File: config.mk
export PLATFORM = sky130hd
export DESIGN_NAME = led_digit_sequencer_flat
export DESIGN_NICKNAME = d
export VERILOG_FILES = /design/src/rtl/led_digit_sequencer_if.sv /design/src/rtl/led_digit_sequencer.sv /design/src/flat_wrapper.sv
export SDC_FILE = /design/constraint.sdc
export NUM_CORES = 1
export LEC_CHECK = 0
export ABC_AREA = 0
export CORE_ASPECT_RATIO = 0.75
export CORE_MARGIN = 4
export CORE_UTILIZATION = 57
export DETAILED_ROUTE_END_ITERATION = 8
export HOLD_SLACK_MARGIN = 0.15
export PLACE_DENSITY = 0.87
export SLEW_MARGIN = 30
export SYNTH_ARGS = -nofsm -noshare
export SYNTH_HDL_FRONTEND = slang
export SYNTH_SLANG_ARGS = --single-unit
File: constraint.sdc
create_clock -name i_clk -period 6.4 [get_ports i_clk]
set_input_delay 1.28 -clock i_clk [delete_from_list [all_inputs] [get_ports i_clk]]
set_output_delay 1.28 -clock i_clk [all_outputs]
set_load 0.03 [all_outputs]
File: src/rtl/led_digit_sequencer_if.sv
// Digit inputs and LED outputs of led_digit_sequencer.
interface led_digit_sequencer_if;
   logic [4:0] i_100;
   logic [4:0] i_010;
   logic [4:0] i_001;
   logic       i_hold;
   logic [7:0] o_LED;
   logic       o_frame;
   logic       o_err;

   modport master (
      output i_100, i_010, i_001, i_hold,
      input  o_LED, o_frame, o_err
   );

   modport slave (
      input  i_100, i_010, i_001, i_hold,
      output o_LED, o_frame, o_err
   );
endinterface

File: src/rtl/led_digit_sequencer.sv
// Time-multiplexes a snapshotted 3-digit Johnson-coded reading onto one 7-seg+DP byte.
// Optional macro LEADING_ZERO_BLANK_EN blanks leading zero hundreds/tens digits.
module led_digit_sequencer #(
   parameter int unsigned pDWELL = 1000,
   parameter int unsigned pBLANK = 250
) (
   input logic                  i_clk,
   input logic                  i_rst,
   led_digit_sequencer_if.slave bus
);

   localparam int unsigned CNT_MAX = (pDWELL > pBLANK) ? pDWELL : pBLANK;
   localparam int unsigned CW      = $clog2(CNT_MAX + 1);
   localparam bit          HAS_GAP = (pBLANK != 0);

   localparam logic [CW-1:0] LD_DWELL = CW'(pDWELL);
   localparam logic [CW-1:0] LD_BLANK = CW'(pBLANK);
   localparam logic [CW-1:0] LD_ONE   = CW'(1);

   localparam logic [7:0] LED_OFF = 8'h00;
   localparam logic [7:0] LED_SEP = 8'h80;

   typedef enum logic [2:0] {
      ST_SNAP, ST_D100, ST_GAP1, ST_D010, ST_GAP2, ST_D001, ST_GAP3, ST_SEP
   } state_t;

   state_t        state_q, state_d;
   logic [CW-1:0] cnt_q, cnt_d;
   logic [4:0]    s100_q, s010_q, s001_q;
   logic [4:0]    n100, n010, n001;
   logic [7:0]    led_q, led_d;
   logic          frame_q, frame_d;
   logic          err_q, err_d;
   logic          capture;
   logic          leave;
   logic [4:0]    d100, d010, d001;
   logic          blank100, blank010;
   logic [7:0]    seg100, seg010, seg001;

   // {valid, value}; invalid codes return valid=0
   function automatic logic [4:0] jdec(input logic [4:0] c);
      case (c)
         5'b00000: return {1'b1, 4'd0};
         5'b00001: return {1'b1, 4'd1};
         5'b00011: return {1'b1, 4'd2};
         5'b00111: return {1'b1, 4'd3};
         5'b01111: return {1'b1, 4'd4};
         5'b11111: return {1'b1, 4'd5};
         5'b11110: return {1'b1, 4'd6};
         5'b11100: return {1'b1, 4'd7};
         5'b11000: return {1'b1, 4'd8};
         5'b10000: return {1'b1, 4'd9};
         default:  return {1'b0, 4'd0};
      endcase
   endfunction

   function automatic logic [6:0] seg(input logic [4:0] d);
      if (!d[4]) return 7'h79;
      case (d[3:0])
         4'd0:    return 7'h3F;
         4'd1:    return 7'h06;
         4'd2:    return 7'h5B;
         4'd3:    return 7'h4F;
         4'd4:    return 7'h66;
         4'd5:    return 7'h6D;
         4'd6:    return 7'h7D;
         4'd7:    return 7'h07;
         4'd8:    return 7'h7F;
         4'd9:    return 7'h6F;
         default: return 7'h00;
      endcase
   endfunction

   // Snapshot as it will be after this edge; digit patterns come from it
   assign capture = (state_q == ST_SNAP) && (cnt_q == LD_ONE) && !bus.i_hold;
   assign n100    = capture ? bus.i_100 : s100_q;
   assign n010    = capture ? bus.i_010 : s010_q;
   assign n001    = capture ? bus.i_001 : s001_q;

   assign d100 = jdec(n100);
   assign d010 = jdec(n010);
   assign d001 = jdec(n001);

`ifdef LEADING_ZERO_BLANK_EN
   assign blank100 = (d100 == {1'b1, 4'd0});
   assign blank010 = blank100 && (d010 == {1'b1, 4'd0});
`else
   assign blank100 = 1'b0;
   assign blank010 = 1'b0;
`endif

   assign seg100 = blank100 ? LED_OFF : {1'b0, seg(d100)};
   assign seg010 = blank010 ? LED_OFF : {1'b0, seg(d010)};
   assign seg001 = {1'b0, seg(d001)};

   assign leave = (cnt_q == LD_ONE);

   // Next state, counter reload and registered-output values on state entry
   always_comb begin
      state_d = state_q;
      cnt_d   = cnt_q - LD_ONE;
      led_d   = led_q;
      frame_d = 1'b0;
      err_d   = err_q;
      case (state_q)
         ST_SNAP: begin
            if (cnt_q == '0) begin
               // first cycle out of reset: enter SNAP proper
               cnt_d   = LD_ONE;
               led_d   = LED_OFF;
               frame_d = 1'b1;
            end else if (leave) begin
               state_d = ST_D100;
               cnt_d   = LD_DWELL;
               led_d   = seg100;
               err_d   = !(d100[4] && d010[4] && d001[4]);
            end
         end
         ST_D100: begin
            if (leave) begin
               if (HAS_GAP) begin
                  state_d = ST_GAP1;
                  cnt_d   = LD_BLANK;
                  led_d   = LED_OFF;
               end else begin
                  state_d = ST_D010;
                  cnt_d   = LD_DWELL;
                  led_d   = seg010;
               end
            end
         end
         ST_GAP1: begin
            if (leave) begin
               state_d = ST_D010;
               cnt_d   = LD_DWELL;
               led_d   = seg010;
            end
         end
         ST_D010: begin
            if (leave) begin
               if (HAS_GAP) begin
                  state_d = ST_GAP2;
                  cnt_d   = LD_BLANK;
                  led_d   = LED_OFF;
               end else begin
                  state_d = ST_D001;
                  cnt_d   = LD_DWELL;
                  led_d   = seg001;
               end
            end
         end
         ST_GAP2: begin
            if (leave) begin
               state_d = ST_D001;
               cnt_d   = LD_DWELL;
               led_d   = seg001;
            end
         end
         ST_D001: begin
            if (leave) begin
               if (HAS_GAP) begin
                  state_d = ST_GAP3;
                  cnt_d   = LD_BLANK;
                  led_d   = LED_OFF;
               end else begin
                  state_d = ST_SEP;
                  cnt_d   = LD_DWELL;
                  led_d   = LED_SEP;
               end
            end
         end
         ST_GAP3: begin
            if (leave) begin
               state_d = ST_SEP;
               cnt_d   = LD_DWELL;
               led_d   = LED_SEP;
            end
         end
         ST_SEP: begin
            if (leave) begin
               state_d = ST_SNAP;
               cnt_d   = LD_ONE;
               led_d   = LED_OFF;
               frame_d = 1'b1;
            end
         end
         default: begin
            state_d = ST_SNAP;
            cnt_d   = '0;
            led_d   = LED_OFF;
         end
      endcase
   end

   always_ff @(posedge i_clk) begin
      if (i_rst) begin
         state_q <= ST_SNAP;
         cnt_q   <= '0;
         s100_q  <= '0;
         s010_q  <= '0;
         s001_q  <= '0;
         led_q   <= LED_OFF;
         frame_q <= 1'b0;
         err_q   <= 1'b0;
      end else begin
         state_q <= state_d;
         cnt_q   <= cnt_d;
         s100_q  <= n100;
         s010_q  <= n010;
         s001_q  <= n001;
         led_q   <= led_d;
         frame_q <= frame_d;
         err_q   <= err_d;
      end
   end

   assign bus.o_LED   = led_q;
   assign bus.o_frame = frame_q;
   assign bus.o_err   = err_q;

endmodule
File: src/flat_wrapper.sv
// flat-port wrapper written by rule: the top's interface ports become plain ports
module led_digit_sequencer_flat 
#(
   parameter int unsigned pDWELL = 1000,
   parameter int unsigned pBLANK = 250
)
  (i_clk, i_rst, bus_i_100, bus_i_010, bus_i_001, bus_i_hold, bus_o_LED, bus_o_frame, bus_o_err);
  led_digit_sequencer_if bus_i ();
  input logic i_clk;
  input logic i_rst;
  input wire logic [$bits(bus_i.i_100)-1:0] bus_i_100;
  input wire logic [$bits(bus_i.i_010)-1:0] bus_i_010;
  input wire logic [$bits(bus_i.i_001)-1:0] bus_i_001;
  input wire logic [$bits(bus_i.i_hold)-1:0] bus_i_hold;
  output wire logic [$bits(bus_i.o_LED)-1:0] bus_o_LED;
  output wire logic [$bits(bus_i.o_frame)-1:0] bus_o_frame;
  output wire logic [$bits(bus_i.o_err)-1:0] bus_o_err;
  assign bus_i.i_100 = bus_i_100;
  assign bus_i.i_010 = bus_i_010;
  assign bus_i.i_001 = bus_i_001;
  assign bus_i.i_hold = bus_i_hold;
  assign bus_o_LED = bus_i.o_LED;
  assign bus_o_frame = bus_i.o_frame;
  assign bus_o_err = bus_i.o_err;
  led_digit_sequencer #(.pDWELL(pDWELL), .pBLANK(pBLANK)) u_core (.i_clk(i_clk), .i_rst(i_rst), .bus(bus_i));
endmodule
==> qor.txt, run 1 <==
CP peak stage delay -> 0.44 ns
Area of the multi-input gates -> 2470 um^2
Final period utilization -> 72.8%
TNS Setup -> 0 ns
DRT iter0 DRCs -> 357
Clock latency on the worst-skew pair -> 0.30 ns
Number of flops mapped to enable cells by yosys -> 0
CP delay by family, top -> buffers and inverters
Routed Antenna Nets -> 0
Maximum vdd drop -> 0.243 mV
Final hold violations -> 0
First-pass iteration count of the detailed router -> 5
Floorplan row count -> 24
Initial antenna violation count -> 0
# Max-Cap Violations -> 0
Most common cell after layout, fill and taps aside -> nor2_1
Inserted Diodes -> 0
Clk buf depth -> 2
Synth Cell Area -> 3470 um^2
Filler cells -> 505
LEAKAGE -> 0.00177 uW
H-tree levels -> 2
Start point of the critical path -> bus_i_hold
Clk pin slew, worst setup/hold paths -> 0.08 ns
Worst setup path endpoint -> u_core.bus.o_LED[5]$_SDFFE_PP0P_
IO Port Bufs -> 27
CTS Hold Bufs -> 0
Die area -> 7410 um^2
Setup violators final -> 0
Post-Syn Instances -> 440
R2R Path Start -> u_core.state_q[0]$_SDFFE_PP0P_
Crit Reg-Reg Endpoint -> u_core.bus.o_LED[5]$_SDFFE_PP0P_
Slowest-stage cell, CP -> clkdlybuf4s50_1
Switching part of the total power -> 48.7%
Clock sink count -> 38
Clock Root Buffer -> clkbuf_8
Share of power burned in registers -> 26.3%
CP startpoint kind -> primary input
Switching power -> 663 uW
# IOs -> 28
Asr flop ratio synth -> 0%
Syn_nets -> 493
Worst-path cell chain -> clkdlybuf4s50_1 > nor3b_1 > nand4_2 > buf_4 > mux2i_1 > inv_1 > ha_1 > inv_1 > a2bb2oi_1 > inv_1 > ha_1 > mux2i_1 > a211oi_1 > o32ai_1
Core area -> 5860 um^2
Worst setup EP type -> register
Most frequent cells in the layout -> nor2_1, dfxtp_1, ha_1
Worst Path Max Fanout -> 36
Place WS -> 1.51 ns
Die Wd -> 98.1 um
Data arrival time of the critical path -> 4.87 ns
WP depth -> 14
Final Slew Violations -> 0
Share of post-route cells with drive strength above 1 -> 6.96%
Top_reg_cell synth -> dfxtp_1
GP Congestion -> 0.916
PwrDens -> 355 nW/um^2
Unrepaired setup endpoints after global routing -> no
Postcts setup bufs -> 0
Yosys reg bits -> 38
Worst path most repeated cell -> inv_1
Post-CTS sizing -> 0
DR WL/cell -> 16.6 um
NumNets Final -> 512
Cell variety after synth -> 72
Total CTS buffers -> 5
Max Clock Freq -> 215 MHz
Drt drc -> 0
Setup slack after layout -> 1.74 ns
Final WL -> 8950 um
Vias per cell -> 6.24
Starting Density -> 59.3%
Reg2Reg Depth -> 15
CP Data Required Time -> 6.61 ns
CTS tree -> yes
Register Area -> 761 um^2
Fin crit period -> 4.66 ns
First-pass GRT wire length -> 14700 um
Int Power -> 699 uW
Clock Power Share -> 13.3%
Overall Global Routing Usage -> 24.1%
Yosys warns -> 0
HPWL Detailed -> 6570 um
Reg2reg setup slack -> 2.23 ns
Status -> complete, no violations
Worst path bufs/invs -> 5
Worst Skew -> 0.00309 ns
Vias -> 3356
Tightest Pin Transition -> 0.622 ns
Number of global-route vias before repair -> 3024
Grt ovf -> 0
Type of the worst min-delay path -> reg2reg
Area growth syn-to-layout -> 10.7%
Slew headroom -> 58.1%
Largest net degree at the start of global routing -> 37
Comb pwr share -> 60.3%
DIE HEIGHT -> 75.6 um
Syn_area_per_cell -> 7.89 um^2
Setup CP Type -> in2reg
Seq/Total Area, Yosys -> 21.9%
Min Hold Slack -> 0.488 ns
## power groups by stage
stage / sequential [uW] / combinational, uW / clock, uW
3_5_place_dp: 360 / 792 / 0
3_3_place_gp: 359 / 770 / 0
4_1_cts: 356 / 802 / 183
2_1_floorplan: 380 / 590 / 0
6_report: 359 / 822 / 182
5_1_grt: 365 / 892 / 193
## area by class of cell
| cell class | count | area share (%) |
|---|---|---|
| timing repair buffer | 30 | 7.62 |
| multi-input combinational | 350 | 64.2 |
| clock buffer | 6 | 2.15 |
| inverter | 34 | 3.32 |
| clock inverter | 2 | 0.326 |
| sequential | 38 | 19.8 |
| tap | 78 | 2.54 |
## state kept, by name, summed over array words and instances, names as in the netlist
name and cells:
u_core.cnt_q 10, u_core.bus.o_LED 8, u_core.s001_q 5, u_core.s010_q 5, u_core.s100_q 5, u_core.state_q 3, u_core.bus.o_err 1, u_core.bus.o_frame 1
## cells in the mapped netlist, types with 4 or more instances
cell type,instances,share of area (%)
nand3_1,18,2.6
mux2i_1,26,7.5
buf_6,4,1.3
a21oi_1,26,3.8
nor2_1,54,5.8
o22a_1,5,1.3
o32ai_1,6,1.5
nand2_1,28,3.0
nand2b_1,11,2.0
ha_1,35,13
inv_1,34,3.7
nor3_1,18,2.6
xnor2_1,5,1.3
clkbuf_1,8,0.87
dfxtp_1,38,22
nor2b_1,8,1.4
o21ai_0,18,2.6
nand4_1,4,0.72
a31oi_1,8,1.4
## worst min-delay path by stage
stage,from,to,slack [ns],depth (start not counted)
detailed placement,u_core.bus.o_LED[7]$_SDFFE_PP0P_,u_core.bus.o_LED[7]$_SDFFE_PP0P_,0.47,2
global placement,u_core.bus.o_LED[7]$_SDFFE_PP0P_,u_core.bus.o_LED[7]$_SDFFE_PP0P_,0.46,2
finish,u_core.bus.o_LED[7]$_SDFFE_PP0P_,u_core.bus.o_LED[7]$_SDFFE_PP0P_,0.49,2
floorplan,u_core.s001_q[3]$_SDFF_PP0_,u_core.s001_q[3]$_SDFF_PP0_,0.48,2
CTS,u_core.bus.o_LED[7]$_SDFFE_PP0P_,u_core.bus.o_LED[7]$_SDFFE_PP0P_,0.48,2
global route,u_core.bus.o_LED[7]$_SDFFE_PP0P_,u_core.bus.o_LED[7]$_SDFFE_PP0P_,0.50,2
## metal layers
metal	up-vias	part of all wire (%)	GRT usage [%]
li1	1613	-	-
met1	1535	46	33.6
met2	189	44	38.8
met3	19	9.0	4.48
met4	0	1.4	6.91
met5	-	0	0
## cells by family (layout without fill, tap and decap cells)
group	count (synthesis)	after routing	synth area share, %
AND/OR/NAND/NOR	167	167	24.9
AO/OA/AOI/OAI	110	110	22.4
buffers and inverters	52	72	7.00
flip-flops	38	38	21.9
adder cells (fa/ha/maj)	35	35	12.6
multiplexers	30	30	9.12
XOR/XNOR	8	8	2.02
## tightest hold or removal path: stages, from the launching register on
cell and delay, ns:
dfxtp_1 0.33, nand2_1 0.06, a21oi_1 0.06
## stage by stage
step                std cells  util, %  area, um^2  total power, uW
global placement          530     64.0        3740             1130
floorplan                 440        -        3470              970
CTS                       538     65.6        3840             1340
detailed placement        530     64.0        3740             1150
finish                    538     65.6        3840             1360
global route              538     65.6        3840             1450
(Power assumes the default switching activity.)
==> inputs of run 2 (changes only) <==
- clock period: 6.4 -> 4.85 ns (I/O delays scaled with it)
==> qor.txt, run 2 (synthesis results as in run 1) <==
Maximum vdd drop -> 0.360 mV (+48%)
Vias -> 3355 (-0.030%)
Setup CP Type -> in2reg
Max FFs per register -> 10 (unchanged)
DIE HEIGHT -> 75.6 um (unchanged)
Initial antenna violation count -> 0 (unchanged)
Setup slack after layout -> 0.462 ns (-1.28 ns)
Most frequent cells in the layout -> nor2_1, dfxtp_1, ha_1
Post-Layout Cell Count -> 539 (+0.19%)
Share of power burned in registers -> 26.3% (about the same)
Tightest Pin Transition -> 0.955 ns (+0.333 ns)
Most common cell after layout, fill and taps aside -> nor2_1
Overall Global Routing Usage -> 23.9% (-0.19 points)
# Max-Cap Violations -> 0 (unchanged)
Number of global-route vias before repair -> 3009 (-0.50%)
PwrDens -> 464 nW/um^2 (+31%)
Comb pwr share -> 60.1% (-0.2 points)
Start point of the critical path -> bus_i_hold
Hold Startpoint -> u_core.bus.o_LED[7]$_SDFFE_PP0P_
Inserted Diodes -> 0 (unchanged)
Total power draw -> 1790 uW (+31%)
Area growth syn-to-layout -> 10.9%
CTS Hold Bufs -> 0 (unchanged)
Type of the worst min-delay path -> reg2reg
Fin crit period -> 4.39 ns
Switching power -> 862 uW (+30%)
TNS Setup -> 0 ns (unchanged)
DR WL/cell -> 16.1 um (-3.2%)
Postcts setup bufs -> 0 (unchanged)
First-pass GRT wire length -> 14500 um (-0.80%)
Clk buf depth -> 2 (unchanged)
Die area -> 7410 um^2 (unchanged)
Data arrival time of the critical path -> 4.54 ns (-0.33 ns)
Final Slew Violations -> 0 (unchanged)
Floorplan row count -> 24 (unchanged)
Drt drc -> 0 (unchanged)
CP startpoint kind -> primary input
Switching part of the total power -> 48.3% (-0.41 points)
IO Port Bufs -> 27 (unchanged)
Core area -> 5860 um^2 (unchanged)
Starting Density -> 59.3% (unchanged)
Worst Skew -> 0.00335 ns (+0.000259 ns)
Clock latency on the worst-skew pair -> 0.30 ns (about the same)
HPWL Detailed -> 6520 um (-0.81%)
Final WL -> 8670 um (-3.1%)
Status -> complete, no violations
Routed Antenna Nets -> 0 (unchanged)
# IOs -> 28 (unchanged)
Place WS -> 0.263 ns (-1.25 ns)
Worst Path Max Fanout -> 18 (-50%)
Max Clock Freq -> 228 MHz
CTS tree -> yes
GP Congestion -> 0.967 (+5.6%)
Largest net degree at the start of global routing -> 23 (-38%)
Share of post-route cells with drive strength above 1 -> 7.16% (+0.20 points)
NumNets Final -> 513 (+0.20%)
Total CTS buffers -> 5 (unchanged)
R2R Path Start -> u_core.state_q[0]$_SDFFE_PP0P_
DRT iter0 DRCs -> 274 (-23%)
Clk pin slew, worst setup/hold paths -> 0.08 ns (about the same)
Vias per cell -> 6.22 (-0.22%)
LEAKAGE -> 0.00178 uW (+0.24%)
Final period utilization -> 90.5%
Final hold violations -> 0 (unchanged)
Worst setup EP type -> register
Slew headroom -> 36.1% (-22 points)
Clock Root Buffer -> clkbuf_8
Clock sink count -> 38 (unchanged)
First-pass iteration count of the detailed router -> 5 (unchanged)
Clock Power Share -> 13.6% (+0.3 points)
CP Data Required Time -> 5.01 ns (-1.60 ns)
Most flop-heavy register -> u_core.cnt_q
Die Wd -> 98.1 um (unchanged)
Placed Cells -> 531 (+0.19%)
Setup violators final -> 0 (unchanged)
Post-CTS sizing -> 0 (unchanged)
Int Power -> 924 uW (+32%)
H-tree levels -> 2 (unchanged)
Grt ovf -> 0 (unchanged)
Unrepaired setup endpoints after global routing -> no
==> run 2: cell count changes in the layout (fill, tap and decap cells not counted) <==
cell	before	now
buf_4	3	4
==> run 2: layout make-up <==
cell class | count | area (um^2)
repair buffers | 31 | 300
fillers | 521 | 2010
clock inverters | 2 | 12.5
inverters | 34 | 128
flip-flops and latches | 38 | 761
well taps | 78 | 97.6
clock buffers | 6 | 82.6
multi-input cells | 350 | 2470
==> run 2: worst paths after layout <==
path                                      endpoint  slack (ns)  depth (start not counted)
hold / removal    u_core.bus.o_LED[7]$_SDFFE_PP0P_        0.48                          2
hold reg to reg   u_core.bus.o_LED[7]$_SDFFE_PP0P_        0.48                          2
setup reg to reg  u_core.bus.o_LED[0]$_SDFFE_PP0P_        0.62                         15
setup / recovery  u_core.bus.o_LED[0]$_SDFFE_PP0P_        0.46                         14
==> run 2: metal layers <==
metal	vias up	track usage, %	wire length, um
met5	-	0	0
met4	0	5.38	140
met3	20	4.85	669
met2	154	37.3	3740
met1	1566	34.4	4120
li1	1615	-	-
==> run 2: power by group through the flow <==
stage,Sequential (uW),Clock (uW),Combinational [uW]
2_1_floorplan,501,0,779
3_3_place_gp,471,0,1020
3_5_place_dp,475,0,1040
4_1_cts,468,245,1060
5_1_grt,480,264,1180
6_report,469,243,1070
==> run 2: worst max-delay path, cell delays in order <==
cell             delay, ns
clkdlybuf4s50_1       0.44
nor3b_1               0.27
nand4_2               0.37
buf_4                 0.35
mux2i_1               0.32
inv_1                 0.09
ha_1                  0.22
inv_1                 0.11
a2bb2oi_1             0.45
ha_1                  0.23
nor2_1                0.05
a32o_1                0.22
nor4_1                0.29
o32ai_1               0.14
==> run 2: through the flow <==
step	area [um^2]	util, %	hold slack (ns)
finish	3850	65.7	0.478
global route	3850	65.7	0.514
CTS	3850	65.7	0.479
detailed placement	3750	64.1	0.467
global placement	3750	64.1	0.458
floorplan	3470	-	0.479
==> inputs of run 3 (changes only) <==
- GPL_ROUTABILITY_DRIVEN: unset -> 1
- SLEW_MARGIN: 30 -> 20
==> results of run 3 <==
Same layout as run 2: the final DEF is identical, and so are final timing and power.
